===== config.mk =====
export PLATFORM = sky130hd
export DESIGN_NAME = la_iosequencer
export DESIGN_NICKNAME = d
export VERILOG_FILES = /design/src/rtl/la_iosequencer_pkg.sv /design/src/rtl/la_dsync.sv /design/src/rtl/la_iosequencer.sv
export SDC_FILE = /design/constraint.sdc
export NUM_CORES = 1
export LEC_CHECK = 0
export BUFFER_PORTS_ARGS = -buffer_cell sky130_fd_sc_hd__buf_2
export CAP_MARGIN = 10
export CORE_ASPECT_RATIO = 1.1
export CORE_MARGIN = 1.5
export CORE_UTILIZATION = 55
export CTS_CLUSTER_SIZE = 28
export DETAILED_ROUTE_END_ITERATION = 6
export HOLD_SLACK_MARGIN = 0.06
export PLACE_DENSITY = 0.78
export SLEW_MARGIN = 20
export SYNTH_ARGS = -nofsm -noshare
export SYNTH_HDL_FRONTEND = slang
export SYNTH_HIERARCHICAL = 1
export SYNTH_SLANG_ARGS = --single-unit

===== constraint.sdc =====
create_clock -name clk -period 2.17 [get_ports clk]
set_input_delay 0.434 -clock clk [delete_from_list [all_inputs] [get_ports clk]]
set_output_delay 0.434 -clock clk [all_outputs]
set_load 0.05 [all_outputs]

===== src/rtl/la_iosequencer_pkg.sv =====
`default_nettype none
// ============================================================================
// Module      : la_iosequencer_pkg
// Description : Ring power levels and the level-to-enable thermometer decode
//               shared by the IO power sequencer.
// Revision    : 1.0
// ============================================================================
package la_iosequencer_pkg;

    localparam int LVL_W = 3;
    localparam int NSTEP = 6;

    typedef logic [LVL_W-1:0] lvl_t;

    localparam lvl_t LVL_OFF   = 3'd0;
    localparam lvl_t LVL_VDDIO = 3'd1;
    localparam lvl_t LVL_H     = 3'd2;
    localparam lvl_t LVL_VDDA  = 3'd3;
    localparam lvl_t LVL_VSW   = 3'd4;
    localparam lvl_t LVL_INP   = 3'd5;
    localparam lvl_t LVL_ON    = 3'd6;

    // Bit k-1 is the ring control for step k, set once the level reaches k.
    function automatic logic [NSTEP-1:0] lvl_therm(input lvl_t lvl);
        logic [NSTEP-1:0] t;
        t[0] = (lvl >= LVL_VDDIO);
        t[1] = (lvl >= LVL_H);
        t[2] = (lvl >= LVL_VDDA);
        t[3] = (lvl >= LVL_VSW);
        t[4] = (lvl >= LVL_INP);
        t[5] = (lvl >= LVL_ON);
        return t;
    endfunction

endpackage
`default_nettype wire


===== src/rtl/la_dsync.sv =====
`default_nettype none
// ============================================================================
// Module      : la_dsync
// Description : Two-flop synchronizer for asynchronous level inputs.
// Revision    : 1.0
// ============================================================================
module la_dsync #(
    parameter PROP = "DEFAULT"
) (
    input  logic clk,
    input  logic nreset,
    input  logic in,
    output logic out
);

    logic r_meta;
    logic r_sync;

    always_ff @(posedge clk or negedge nreset) begin
        if (!nreset) begin
            r_meta <= 1'b0;
            r_sync <= 1'b0;
        end else begin
            r_meta <= in;
            r_sync <= r_meta;
        end
    end

    assign out = r_sync;

endmodule
`default_nettype wire


===== src/rtl/la_iosequencer.sv =====
`default_nettype none
// ============================================================================
// Module      : la_iosequencer
// Description : Timed power-up/power-down sequencer for the sky130 IO ring
//               enables and pad hold, with forced-safe on IO supply loss.
// Revision    : 1.0
// ============================================================================
module la_iosequencer
    import la_iosequencer_pkg::*;
#(
    parameter     PROP = "DEFAULT",
    parameter int CW   = 16
) (
    input  logic          clk,
    input  logic          nreset,
    input  logic          en,
    input  logic          vddio_ok,
    input  logic          vdda_ok,
    input  logic [CW-1:0] dly,
    output logic          enable_vddio,
    output logic          enable_h,
    output logic          enable_vdda_h,
    output logic          enable_vswitch_h,
    output logic          enable_inp_h,
    output logic          hld_h_n,
    output logic          ready,
    output logic          busy,
    output logic          fault
);

    logic             w_vio_s;
    logic             w_vda_s;
    lvl_t             w_target;
    logic             w_gate;
    lvl_t             w_lvl_nxt;
    logic [CW-1:0]    w_cnt_nxt;
    logic             w_fault_nxt;

    lvl_t             r_lvl;
    logic [CW-1:0]    r_cnt;
    logic             r_fault;
    logic [NSTEP-1:0] r_steps;
    logic             r_ready;

    la_dsync #(.PROP(PROP)) u_sync_vio (
        .clk    (clk),
        .nreset (nreset),
        .in     (vddio_ok),
        .out    (w_vio_s)
    );

    la_dsync #(.PROP(PROP)) u_sync_vda (
        .clk    (clk),
        .nreset (nreset),
        .in     (vdda_ok),
        .out    (w_vda_s)
    );

    always_comb begin
        w_target    = (en && w_vio_s && !r_fault) ? LVL_ON : LVL_OFF;
        // Only the upward 2->3 step waits for the analog supply.
        w_gate      = (r_lvl == LVL_H) && (w_target == LVL_ON) && !w_vda_s;
        w_lvl_nxt   = r_lvl;
        w_cnt_nxt   = r_cnt;
        w_fault_nxt = r_fault;

        if (!w_vio_s && (r_lvl != LVL_OFF)) begin
            w_lvl_nxt   = LVL_OFF;
            w_cnt_nxt   = '0;
            w_fault_nxt = 1'b1;
        end else begin
            if (!en) begin
                w_fault_nxt = 1'b0;
            end
            if ((r_cnt == '0) && (r_lvl != w_target) && !w_gate) begin
                w_lvl_nxt = (w_target > r_lvl) ? r_lvl + LVL_W'(1) : r_lvl - LVL_W'(1);
                w_cnt_nxt = dly;
            end else if (r_cnt != '0) begin
                w_cnt_nxt = r_cnt - CW'(1);
            end
        end
    end

    // Enables are flopped from the next level so pad controls never glitch.
    always_ff @(posedge clk or negedge nreset) begin
        if (!nreset) begin
            r_lvl   <= LVL_OFF;
            r_cnt   <= '0;
            r_fault <= 1'b0;
            r_steps <= '0;
            r_ready <= 1'b0;
        end else begin
            r_lvl   <= w_lvl_nxt;
            r_cnt   <= w_cnt_nxt;
            r_fault <= w_fault_nxt;
            r_steps <= lvl_therm(w_lvl_nxt);
            r_ready <= (w_lvl_nxt == LVL_ON);
        end
    end

    assign enable_vddio     = r_steps[0];
    assign enable_h         = r_steps[1];
    assign enable_vdda_h    = r_steps[2];
    assign enable_vswitch_h = r_steps[3];
    assign enable_inp_h     = r_steps[4];
    assign hld_h_n          = r_steps[5];
    assign ready            = r_ready;
    assign fault            = r_fault;
    assign busy             = (r_lvl != w_target) || (r_cnt != '0);

endmodule
`default_nettype wire


; Yosys cells after proc, flatten, opt, wreduce, memory -nomap -nowiden
; Cells that the tools add are included.
[word_totals]
ff_bits = 31
input_bits = 21
output_inout_bits = 9
wordCells = 49
[op_classes]
addsub = 3
magnitude_cmp = 7
eq_ne = 5
mux = 9
n_reduce_logical = 16
[ops]
columns = op, n
row1 = 16-bit 2-to-1 mux, 3
row2 = 16-bit logical NOT, 1
row3 = 16-bit nonzero test, 1
row4 = "16-bit by 1-bit subtractor with 16-bit output, second input constant", 1
row5 = 3-bit 2-to-1 mux, 4
row6 = "3-bit greater-or-equal comparator, second input constant", 3
row7 = 1-bit logical AND, 7
row8 = "3-bit == test, second input constant", 2
row9 = "3-bit by 2-bit greater-or-equal comparator with 1-bit output, second input constant", 2
row10 = 3-bit nonzero test, 2
row11 = 1-bit logical NOT, 4
row12 = "3-bit by 1-bit adder with 3-bit output, second input constant", 1
row13 = "3-bit by 2-bit == test with 1-bit output, second input constant", 1
row14 = "3-bit by 1-bit greater-or-equal comparator with 1-bit output, second input constant", 1
row15 = 3-bit > comparator, 1
row16 = 3-bit != test, 1
row17 = "3-bit by 1-bit subtractor with 3-bit output, second input constant", 1
row18 = 1-bit 2-to-1 mux, 2
row19 = "2-bit by 1-bit != test with 1-bit output, second input constant", 1
row20 = 1-bit logical OR, 1

; Depth between registers and ports, before layout
[logic_depth]
depth_word = 11
mapped_depth = 9
mapped_depth_nobuf = 7

; By module
; Netlist, hierarchy kept.
[modules_own_cells]
columns = mod, n_inst, cells_each, area_each_um2
row1 = la_iosequencer, 1, 162, 1656.6
row2 = la_dsync, 2, 2, 50.0

; Least setup slack after synthesis
; Ideal clock, no wire load.
[synth_timing]
kind = flip-flop to flip-flop
startpoint = register r_fault, in the netlist fault
endpoint = register r_steps[0]
setup_ns = 0.142
arrival_time_ns = 2.052
required_ns = 2.028
path_slack_ns = -0.025
stages_incl_launch_ff = 8
n_path_buf = 0
period_less_slack_ns = 2.195
path_cell_list = dfrtp_1 -> nand3b_4 -> a21oi_1 -> fa_1 -> nor3_1 -> o211ai_1 -> o211ai_4 -> o211ai_1
[synth_via]
elab_chain_len = 11
[synth_lines]
columns = item, line
row1 = start: declaration, la_iosequencer.sv:41  ; logic r_fault;
row2 = start signal: assignment, la_iosequencer.sv:95  ; r_fault <= w_fault_nxt;
row3 = 1-bit logical NOT *, la_iosequencer.sv:60  ; w_target = (en && w_vio_s && !r_fault) ? LVL_ON : LVL_OFF;
row4 = 1-bit logical AND *, la_iosequencer.sv:60
row5 = 3-bit 2-to-1 mux *, la_iosequencer.sv:60
row6 = branches (longest 5 deep; another with 3-bit > comparator), -
row7 = 3-bit 2-to-1 mux *, la_iosequencer.sv:75  ; if ((r_cnt == '0) && (r_lvl != w_target) && !w_gate) begin
row8 = 3-bit 2-to-1 mux *, la_iosequencer.sv:67  ; if (!w_vio_s && (r_lvl != LVL_OFF)) begin
row9 = 3-bit by 1-bit greater-or-equal comparator with 1-bit output *, la_iosequencer_pkg.sv:26  ; t[0] = (lvl >= LVL_VDDIO);
row10 = end signal: assignment, la_iosequencer.sv:96  ; r_steps <= lvl_therm(w_lvl_nxt);
row11 = end: declaration, la_iosequencer.sv:42  ; logic [NSTEP-1:0] r_steps;
; Every way passes the cells marked *.
; A chain may end at the register's enable or synchronous reset.

; Worst setup path after layout
[layout_timing]
startpoint = register r_cnt[11]
endpoint = output port busy
[layout_via]
elab_chain_len = 2
[layout_lines]
columns = item, line
row1 = start: declaration, la_iosequencer.sv:40  ; logic [CW-1:0] r_cnt;
row2 = start signal: assignment, la_iosequencer.sv:94  ; r_cnt <= w_cnt_nxt;
row3 = 16-bit nonzero test, la_iosequencer.sv:109  ; assign busy = (r_lvl != w_target) || (r_cnt != '0);
row4 = 1-bit logical OR, la_iosequencer.sv:109
row5 = end: declaration, la_iosequencer.sv:27  ; output logic busy,
; Every way passes these cells.

==> flow_summary.json <==
{
  "area_delta_synth_final_pct": 18.7,
  "violations": "setup timing",
  "die_y_um": 62.3,
  "antenna_found_initial": 0,
  "power_frac_comb_pct": 48.0,
  "die_width_um": 56.9,
  "fin_ws_ns": -0.0877,
  "stdcell_count": 243,
  "cp.required_ns": 1.74,
  "status": "finished, violations left",
  "first_global_vias": 1396,
  "num_io_pins": 30,
  "dp_slack_ns": 0.0999,
  "via_per_inst": 5.56,
  "dp_hpwl_um": 2530,
  "cp_max_fo": 2,
  "hold_viol": 0,
  "p_switching_w": 0.00115,
  "reg2reg_slack_ns": 0.10,
  "synthArstFlopShare_pct": 100,
  "slew_violations": 0,
  "critPathLaunchType": "register",
  "start_util_pct": 57.6,
  "die_area_um2": 3540,
  "cts_tree": "built",
  "num-nets-final": 231,
  "clk_pin_slew_ns": 0.11,
  "synth.largest_area_cell": "dfrtp_1",
  "ir_drop_mv": 0.953,
  "ant_nets": 0,
  "final_cell_mix": "dfrtp_1, buf_2, nor2_1, buf_4, nand2_1",
  "pwr-share-clk_pct": 16.9,
  "drive_above_1_share_pct": 36.4,
  "synthesis.instances": 166,
  "port-buffer-count": 29,
  "seq_power_share_pct": 35.1,
  "synthDominantCellAreaShare_pct": 44.2,
  "p_per_area_nw_per_um2": 1360,
  "cp_slowest_cell": "dfrtp_1",
  "synth-edff-count": 0,
  "synth.area.top_cells": "dfrtp_1, nor2_1, xnor2_1, xor2_1, a211oi_2",
  "arrival_ns": 1.82,
  "grt_max_degree": 32,
  "hold_slack_ns": 0.128,
  "drcViolationCount": 0,
  "cts_inserted_buffers": 5,
  "p_sw_share_pct": 40.8,
  "fin_skew_ns": 0.0181,
  "grt_pass1_wl_um": 6210,
  "synth_ff_type": "dfrtp_1",
  "dr.pass1.iters": 4,
  "postLayoutCoreUtil_pct": 68.4,
  "diodes": 0,
  "post-route-period-util_pct": 104,
  "hold_class": "in2async",
  "worst_slew_pin_slew_ns": 0.693,
  "clock.fmax_mhz": 443,
  "cts_hold_buf": 0,
  "root_buffer": "clkbuf_4",
  "timing.max_slew.rel_slack_pct": 53.8,
  "netlist_area_um2": 1760,
  "gp_congestion": 0.853,
  "cts_buffer_depth": 2,
  "finalSetupViolations": 1,
  "core-area_um2": 3050,
  "endpoint_kind": "output port",
  "grt_use_total_pct": 22.8,
  "drt_iter0_markers": 58,
  "cap_violations": 0,
  "synth_warnings": 6,
  "grt_setup_unrepaired": "yes",
  "syn-num-nets": 189,
  "yosysUniqueCellTypes": 48,
  "wire_per_inst_um": 15.0,
  "fin_crit_ns": 2.26,
  "leakagePower_nw": 1.00,
  "avgSynthCellArea_um2": 10.6,
  "cts-htree-levels": 2,
  "placed_area_um2": 1930,
  "crit_path_max_incr_delay_ns": 0.42,
  "cts_sinks": 31,
  "post-place-cells": 229,
  "fp-row-count": 21,
  "gr-total-overflow": 0,
  "seq_area_frac_synth_pct": 44.2,
  "clk_latency_ns": 0.34,
  "vias": 1351,
  "ys_seq_elements": 31,
  "path_cells": "nor4_2 > buf_4 > nand4_1 > or3_1 > buf_6",
  "routed_wl_um": 3650,
  "p_int_w": 0.00167,
  "layout_commonest_cell": "dfrtp_1",
  "timing_worst_setup_path_type": "reg2out",
  "fin_area_um2": 2080
}
## per-layer routing
metal	routed length (µm)	GRT usage (%)
met5	0	0
met2	1850	38.1
met4	78	10.8
met1	1550	26.8
met3	173	6.04
## synth_stat cells, drive strengths merged, types with 4 or more instances
master,instances
nand3,4
xnor2,8
nor3,11
or3,4
inv,9
a211oi,8
dfrtp,31
xor2,7
a21oi,4
o21ai,5
buf,5
nand2,11
nor2,23
nor4,4
## area by class of cell
class / count / area [µm²]
clock inverters: 2 / 35.0
flip-flops and latches: 31 / 778
inverters: 9 / 33.8
well taps: 34 / 42.5
repair buffers: 43 / 269
clock buffers: 6 / 51.3
multi-input cells: 118 / 875
fillers: 235 / 963
## flip-flops by register name, summed over array words and instances, names as in the netlist
| name | cells |
|---|---|
| u_sync_vda/r_meta | 1 |
| ready | 1 |
| u_sync_vio/r_meta | 1 |
| u_sync_vda/out | 1 |
| u_sync_vio/out | 1 |
| r_cnt | 16 |
| r_steps | 6 |
| fault | 1 |
| r_lvl | 3 |
## critical path, delay by kind of cell (launching register included)
kind,cells,cell delay (ns)
AND/OR/NAND/NOR,3,0.74
flip-flops,1,0.42
buffers and inverters,2,0.32
## per-stage QoR
step	total power, W	setup TNS (ns)
floorplan	0.00195	0
global placement	0.00217	0
detailed placement	0.00222	0
CTS	0.00282	-0.0986
global route	0.00302	-0.176
finish	0.00283	-0.0877
## path summary, 6_finish.rpt
kind / from / end / depth (start not counted)
worst min register to register: u_sync_vda/r_meta / u_sync_vda/out / 0
worst min-delay path: nreset / r_cnt[15] / 1
worst max-delay path: r_cnt[11] / busy / 5
worst max register to register: r_cnt[3] / r_cnt[11] / 5
min in group clk: vdda_ok / u_sync_vda/r_meta / 1
max in group asynchronous: nreset / fault / 1
## cells by family after synthesis
group	count (synthesis)	synth area share, %
buf+inv	17	6.69
simple gates	71	24.8
fa+ha+maj	2	1.85
mux	1	1.28
xor+xnor	15	7.48
flops	31	44.2
compound gates	29	13.7
## power by group through the flow
stage / combinational, W / clock (W) / sequential [W]
3_5_place_dp: 0.00121 / 0 / 0.00101
6_report: 0.00136 / 0.000479 / 0.000991
3_3_place_gp: 0.00117 / 0 / 0.00100
5_1_grt: 0.00149 / 0.000510 / 0.00102
2_1_floorplan: 0.000887 / 0 / 0.00107
4_1_cts: 0.00136 / 0.000485 / 0.000983
## what timing repair did
item	CTS	global route
setup endpoints to repair	1	1
resized for setup	4	1
setup buffers	6	0
pin swaps	2	0
Power figures use the tool's default switching activity.
